==> config.mk <==
export PLATFORM = sky130hd
export DESIGN_NAME = id_exe_stage
export DESIGN_NICKNAME = d
export VERILOG_FILES = /design/src/rtl/id_exe_stage.sv
export SDC_FILE = /design/constraint.sdc
export NUM_CORES = 1
export LEC_CHECK = 0
export ABC_AREA = 1
export BUFFER_PORTS_ARGS = -buffer_cell sky130_fd_sc_hd__buf_2
export CAP_MARGIN = 30
export CORE_MARGIN = 2
export CORE_UTILIZATION = 45
export CTS_CLUSTER_SIZE = 10
export DETAILED_ROUTE_END_ITERATION = 12
export GPL_ROUTABILITY_DRIVEN = 0
export PLACE_DENSITY = 0.77
export SLEW_MARGIN = 20
export SYNTH_ARGS = -nofsm -noshare
export SYNTH_HDL_FRONTEND = slang
export SYNTH_SLANG_ARGS = --single-unit
export TNS_END_PERCENT = 1
==> constraint.sdc <==
create_clock -name clk -period 1.6 [get_ports clk]
set_clock_uncertainty 0.05 [all_clocks]
set_input_delay 0.32 -clock clk [delete_from_list [all_inputs] [get_ports clk]]
set_output_delay 0.32 -clock clk [all_outputs]
set_load 0.01 [all_outputs]
==> src/rtl/id_exe_stage.sv <==
// ID/EXE pipeline register with MEM/WB operand forwarding and load-use stall detection.
// Drives the ALU operands and opcode directly from the registered decode fields.
module id_exe_stage #(
    parameter int DATA_W = 32,
    parameter int RA_W   = 5
) (
    input  logic              clk,
    input  logic              rst_n,
    input  logic              id_valid,
    input  logic [3:0]        id_exe_cmd,
    input  logic [RA_W-1:0]   id_src1,
    input  logic [RA_W-1:0]   id_src2,
    input  logic              id_two_src,
    input  logic [RA_W-1:0]   id_dest,
    input  logic [DATA_W-1:0] id_reg1,
    input  logic [DATA_W-1:0] id_reg2,
    input  logic [DATA_W-1:0] id_imm,
    input  logic              id_use_imm,
    input  logic              id_wb_en,
    input  logic              id_mem_read,
    input  logic              id_mem_write,
    input  logic              mem_wb_en,
    input  logic [RA_W-1:0]   mem_dest,
    input  logic [DATA_W-1:0] mem_result,
    input  logic              wb_wb_en,
    input  logic [RA_W-1:0]   wb_dest,
    input  logic [DATA_W-1:0] wb_value,
    input  logic              freeze,
    input  logic              flush,
    output logic [DATA_W-1:0] val1,
    output logic [DATA_W-1:0] val2,
    output logic [3:0]        EXE_CMD,
    output logic              exe_valid,
    output logic              exe_wb_en,
    output logic              exe_mem_read,
    output logic              exe_mem_write,
    output logic [RA_W-1:0]   exe_dest,
    output logic [DATA_W-1:0] exe_store_val,
    output logic              hazard_stall
);

    logic              r_valid;
    logic [3:0]        r_cmd;
    logic [RA_W-1:0]   r_src1;
    logic [RA_W-1:0]   r_src2;
    logic [RA_W-1:0]   r_dest;
    logic [DATA_W-1:0] r_reg1;
    logic [DATA_W-1:0] r_reg2;
    logic [DATA_W-1:0] r_imm;
    logic              r_use_imm;
    logic              r_wb_en;
    logic              r_mem_read;
    logic              r_mem_write;

    logic [DATA_W-1:0] fwd_a;
    logic [DATA_W-1:0] fwd_b;

    // Handshake: hazard_stall is the ready-low back-pressure toward ID. A decode-slot
    // instruction transfers only on an edge with id_valid=1, hazard_stall=0, freeze=0, flush=0.
    assign hazard_stall = r_valid & r_mem_read & (r_dest != '0) & id_valid & ~flush &
                          ((id_src1 == r_dest) | (id_two_src & (id_src2 == r_dest)));

    always_ff @(posedge clk or negedge rst_n) begin
        if (!rst_n) begin
            r_valid     <= 1'b0;
            r_cmd       <= '0;
            r_src1      <= '0;
            r_src2      <= '0;
            r_dest      <= '0;
            r_reg1      <= '0;
            r_reg2      <= '0;
            r_imm       <= '0;
            r_use_imm   <= 1'b0;
            r_wb_en     <= 1'b0;
            r_mem_read  <= 1'b0;
            r_mem_write <= 1'b0;
        end else if (freeze) begin
            r_valid     <= r_valid;
        end else if (flush || hazard_stall) begin
            // Bubble: zeroed sources also guarantee no forwarding into a dead slot.
            r_valid     <= 1'b0;
            r_cmd       <= '0;
            r_src1      <= '0;
            r_src2      <= '0;
            r_dest      <= '0;
            r_reg1      <= '0;
            r_reg2      <= '0;
            r_imm       <= '0;
            r_use_imm   <= 1'b0;
            r_wb_en     <= 1'b0;
            r_mem_read  <= 1'b0;
            r_mem_write <= 1'b0;
        end else begin
            r_valid     <= id_valid;
            r_cmd       <= id_exe_cmd;
            r_src1      <= id_src1;
            r_src2      <= id_src2;
            r_dest      <= id_dest;
            r_reg1      <= id_reg1;
            r_reg2      <= id_reg2;
            r_imm       <= id_imm;
            r_use_imm   <= id_use_imm;
            r_wb_en     <= id_valid & id_wb_en;
            r_mem_read  <= id_valid & id_mem_read;
            r_mem_write <= id_valid & id_mem_write;
        end
    end

    // MEM is the younger producer, so it wins over WB; register 0 is never forwarded.
    always_comb begin
        fwd_a = r_reg1;
        if (r_src1 != '0) begin
            if (mem_wb_en && (mem_dest == r_src1))
                fwd_a = mem_result;
            else if (wb_wb_en && (wb_dest == r_src1))
                fwd_a = wb_value;
        end
    end

    always_comb begin
        fwd_b = r_reg2;
        if (r_src2 != '0) begin
            if (mem_wb_en && (mem_dest == r_src2))
                fwd_b = mem_result;
            else if (wb_wb_en && (wb_dest == r_src2))
                fwd_b = wb_value;
        end
    end

    assign val1          = fwd_a;
    assign val2          = r_use_imm ? r_imm : fwd_b;
    assign exe_store_val = fwd_b;
    assign EXE_CMD       = r_cmd;
    assign exe_valid     = r_valid;
    assign exe_wb_en     = r_wb_en;
    assign exe_mem_read  = r_mem_read;
    assign exe_mem_write = r_mem_write;
    assign exe_dest      = r_dest;

endmodule

After elaboration in Yosys (flattened, before gate mapping)
Cells that the tools add are included.

Flip-flop bits (word level): 120. Bits of input ports: 201. Word-level logic and storage cells: 56.

Equality and inequality tests: 6. Muxes and demuxes: 19. Bitwise logic cells: 11. Reduce and logical (&&, ||, !) cells: 8.

Operators with widths (number): $mux 32 (10); $eq 5x5->1 (6); $mux 5 (3); $reduce_bool 5->1 (3); $and 1x1->1 (9); $mux 1 (5); $logic_and 1x1->1 (4); $mux 4 (1); $logic_or 1x1->1 (1); $not 1->1 (1); $or 1x1->1 (1).

Depth between registers and ports, before layout
Word-level depth: 7. Mapped depth: 12. Depth with buffers taken out: 10.

Worst setup path after synthesis
Ideal clock, no wire load.

Kind: reg-to-output. Start: register r_src1[0]. End: output port val1[1]. Arrival time: 1411 ps. Data required time: 1230 ps. Setup slack: -181 ps. Stages on the path, launching flop included: 9. Cell sequence: dfrtp_1 inv_1 o22ai_1 nor2_1 nand3_1 nand2_2 buf_4 a21oi_1 nor2_1.

Longest elaborated chain between the ends: 5. Elaborated cells between the ends (all ways): 8.

Ends and longest elaborated chain: from (decl) (line 44) `logic [RA_W-1:0] r_src1;`; from (signal assigned) (line 96) `r_src1 <= id_src1;`; $eq 5x5->1 (line 115) `else if (wb_wb_en && (wb_dest == r_src1))`; $logic_and 1x1->1 (line 115); $mux 32 (line 115); $mux 32 (line 113) `if (mem_wb_en && (mem_dest == r_src1))`; $mux 32 * (line 112) `if (r_src1 != '0) begin`; to (decl) (line 30) `output logic [DATA_W-1:0] val1,`.

Mark *: on every way between the ends. The rest lies on a longest branch, timed or not.

Worst setup path after layout
Start: register r_src2[3]. End: output port exe_store_val[7].

Longest elaborated chain between the ends: 5. Elaborated cells between the ends (all ways): 8.

Ends and longest elaborated chain: from (decl) (line 45) `logic [RA_W-1:0] r_src2;`; from (signal assigned) (line 97) `r_src2 <= id_src2;`; $eq 5x5->1 (line 125) `else if (wb_wb_en && (wb_dest == r_src2))`; $logic_and 1x1->1 (line 125); $mux 32 (line 125); $mux 32 (line 123) `if (mem_wb_en && (mem_dest == r_src2))`; $mux 32 * (line 122) `if (r_src2 != '0) begin`; to (decl) (line 38) `output logic [DATA_W-1:0] exe_store_val,`.

Marked as above.

==> results by group <==
Logic synthesis
  • Post-Syn Instances: 1350
  • Netlist Area Pre-Place: approximately 0.0085 mm^2
  • Synth top area cells: dfrtp_1, nand2_1, nor2_1, inv_1, o21ai_0
  • Biggest area consumer among synthesized cells: dfrtp_1
  • Yosys reg bits: 120
  • Syn avg cell area: ~6.3 um^2
  • Register area share after synthesis: 35.4%
  • YS warnings: 0
  • Post-synthesis cell type count: 27
  • Synth top area share: around 35%
  • Mapped Nets: 1551

Clocking
  • Worst-skew pair later-pin latency: 0.43 ns
  • Inserted Clock Buffers: 17
  • Root buffer cell: clkbuf_16
  • H-tree levels: 4
  • Max Root-Sink Buffers: 2
  • CTS tree: built
  • CTS sink cnt: between 100 and 150
  • Clock transition at path regs: 0.06 ns

Placement
  • Placed cells: 1865
  • DP HPWL: between 20000 and 25000 um
  • I/O Buffers: a little over 300
  • Setup WS pre-CTS: -0.593 ns

Worst setup path
  • Reg2Reg Depth: 8
  • CP max stage cell: dfrtp_2
  • CP arrival: roughly 2.2 ns
  • Worst-path cell chain: buf_6 > nor4_4 > buf_4 > inv_4 > nand2_8 > buf_6 > nand2_1 > and2_1 > buf_2
  • Largest stage delay on the critical path: about 0.46 ns
  • Worst path required time: between 1 and 1.5 ns
  • Setup crit end kind: primary output
  • Crit. path cell count: 9
  • WP buf/inv: 5
  • WS Path Type: register to primary output
  • Setup crit start kind: register
  • Top delay family on crit path: buffers and inverters
  • Crit path top cell by count: buf_6
  • Worst-path maximum fanout: 8

Power
  • Static Leak: slightly below 7 nW
  • Combinational group share of total power: about 28%
  • Switch share: roughly 32%
  • NetSw: approximately 3.4 mW
  • Clk pwr share: 39.6%
  • Power Total: 10.5 mW
  • Maximum VDD drop: about 0.7 mV
  • Internal Power: slightly above 7 mW
  • Pwr Density: around 870 mW/mm^2
  • Share of power burned in registers: around 33%

Timing
  • Setup TNS: -90.93 ns
  • RSZ-0062 raised after global routing: yes
  • Setup WS post-layout: -0.990 ns
  • F_max: around 0.39 GHz
  • Final hold violations: 0
  • Count of final setup violators: between 150 and 200
  • Worst Max-Slew Pin Slew: ~0.43 ns
  • Slew headroom: about 70%
  • Max Transition Viols Final: 0
  • Fin Hold WS: between 0.09 and 0.1 ns
  • Fin crit period: roughly 2.6 ns
  • Period utilization: 162%

Finish
  • Reg area: between 0.003 and 0.004 mm^2
  • Multi-input gate area: about 0.0048 mm^2
  • Non-Filler Instances: ~1900
  • Layout cells sized above 1: 33.5%
  • Synth-to-Final Area Change: 41.6%
  • Layout Nets: about 1900
  • Most frequent cells in the layout: nand2_1, buf_2, nor2_1, inv_1, dfrtp_1
  • Commonest non-fill, non-tap cell in the layout: nand2_1
  • Number of fill cells: approximately 1600

Detailed routing
  • First-pass DRT Iterations: 6
  • Via count: 10100
  • Drt via density: between 5 and 6
  • Number of remaining DRC errors: 0
  • DRT antenna net count: 0
  • Final WL: 32800 um
  • Routed WL per cell: about 17 um
  • Iter 0 DRT Violations: between 600 and 700

Job
  • Total of max-cap violations: 0

Run status
  • Status: finished with violations
  • Failing checks: negative setup slack

Floorplanning
  • DIE HEIGHT: 141 um
  • Cell row count: 50
  • Initial Util: 45.6%
  • Die X: about 140 um
  • Top Ports: between 300 and 400
  • Core footprint: 0.0186 mm^2
  • Die Footprint: 0.0200 mm^2

Min path
  • Worst Hold Class: input port to register
  • Worst hold path depth: 3

Global route
  • GRT Util Overall: a little under a third
  • Number of global-route vias before repair: 9358
  • Initial antenna violation count: 2
  • Gr ovfl total: 0
  • First-pass GRT wire length: 48100 um
  • Pin count of the biggest net entering global routing: 66
[layer usage]
layer	track usage [%]	wire (um)	vias up
met5	0	0	-
met4	13.3	1330	0
met3	6.14	3000	104
met2	52.0	15700	596
met1	38.7	12800	4601
li1	-	-	4835
[power groups by stage]
stage	clock network, mW	registers [mW]	logic, mW
after CTS	4.17	3.42	2.69
after detailed placement	0	3.47	2.58
after global routing	4.32	3.46	3.15
after global placement	0	3.46	2.55
final	4.14	3.43	2.90
after floorplan	0	3.45	1.42
[cell usage after synthesis, drive strengths merged]
cell type and number:
a21oi 34, nor4 1, clkbuf 51, buf 37, and2 32, nor2 214
nand2 486, nand3 75, o21ai 122, xor2 5, nor3 5, xnor2 1
o22ai 1, dfrtp 120, nand4 36, inv 130
[path summary, 6_finish.rpt]
path	start	to	slack, ns
min in group asynchronous	rst_n	r_reg1[18]$_DFFE_PN0N_	0.33
max	r_src2[3]$_DFFE_PN0N_	exe_store_val[7]	-0.99
max reg2reg	exe_dest[4]$_DFFE_PN0N_	r_reg1[15]$_DFFE_PN0N_	-0.10
min reg2reg	r_reg2[14]$_DFFE_PN0N_	r_reg2[14]$_DFFE_PN0N_	0.43
max in group asynchronous	rst_n	exe_dest[2]$_DFFE_PN0N_	0.56
min	id_imm[28]	r_imm[28]$_DFFE_PN0N_	0.09
[final cells by class]
type	count	share of cell area, %
tap	234	2.44
sequential	120	25.1
timing repair buffer	390	22.9
clock buffer	19	3.61
antenna	4	0.0834
clock inverter	13	1.62
inverter	130	4.10
multi-input combinational	1012	40.2
[flip-flops by register name, indices dropped and copies added (netlist names)]
register / cells
exe_wb_en: 1
EXE_CMD: 4
r_use_imm: 1
r_src2: 5
r_imm: 32
r_reg2: 32
r_src1: 5
exe_valid: 1
exe_dest: 5
exe_mem_read: 1
exe_mem_write: 1
r_reg1: 32
[stage by stage]
| stage | instance area (um^2) | utilization, % |
|---|---|---|
| 2_1_floorplan | 8490 | - |
| 3_3_place_gp | 10600 | 57.0 |
| 3_5_place_dp | 10600 | 57.0 |
| 4_1_cts | 11500 | 61.9 |
| 5_1_grt | 12000 | 64.6 |
| 6_report | 12000 | 64.6 |
[logic make-up after synthesis]
logic type	synth area share, %
and+or+nand+nor	42.2
buffers and inverters	11.3
AOI/OAI and AO/OA	10.5
DFF	35.4
xor gates and xnor gates	0.620
[worst register-to-register path, cell delays in order, from the launching register on]
cell,delay (ns)
dfrtp_1,0.43
xor2_1,0.16
nor2_1,0.11
nand3_1,0.08
nand2_1,0.10
nand2_2,0.08
nand2_4,0.16
buf_12,0.24
o21ai_0,0.15
[timing repair]
item | in CTS | in global routing
pin swaps | 23 | 24
hold buffers | 1 | 0
hold endpoints to repair | 22 | 0
buffers inserted | 3 | 5
gates resized for setup | 57 | 104
endpoints found under the setup margin | 121 | 213
gates cloned | 2 | 10
(Power assumes the default switching activity.)
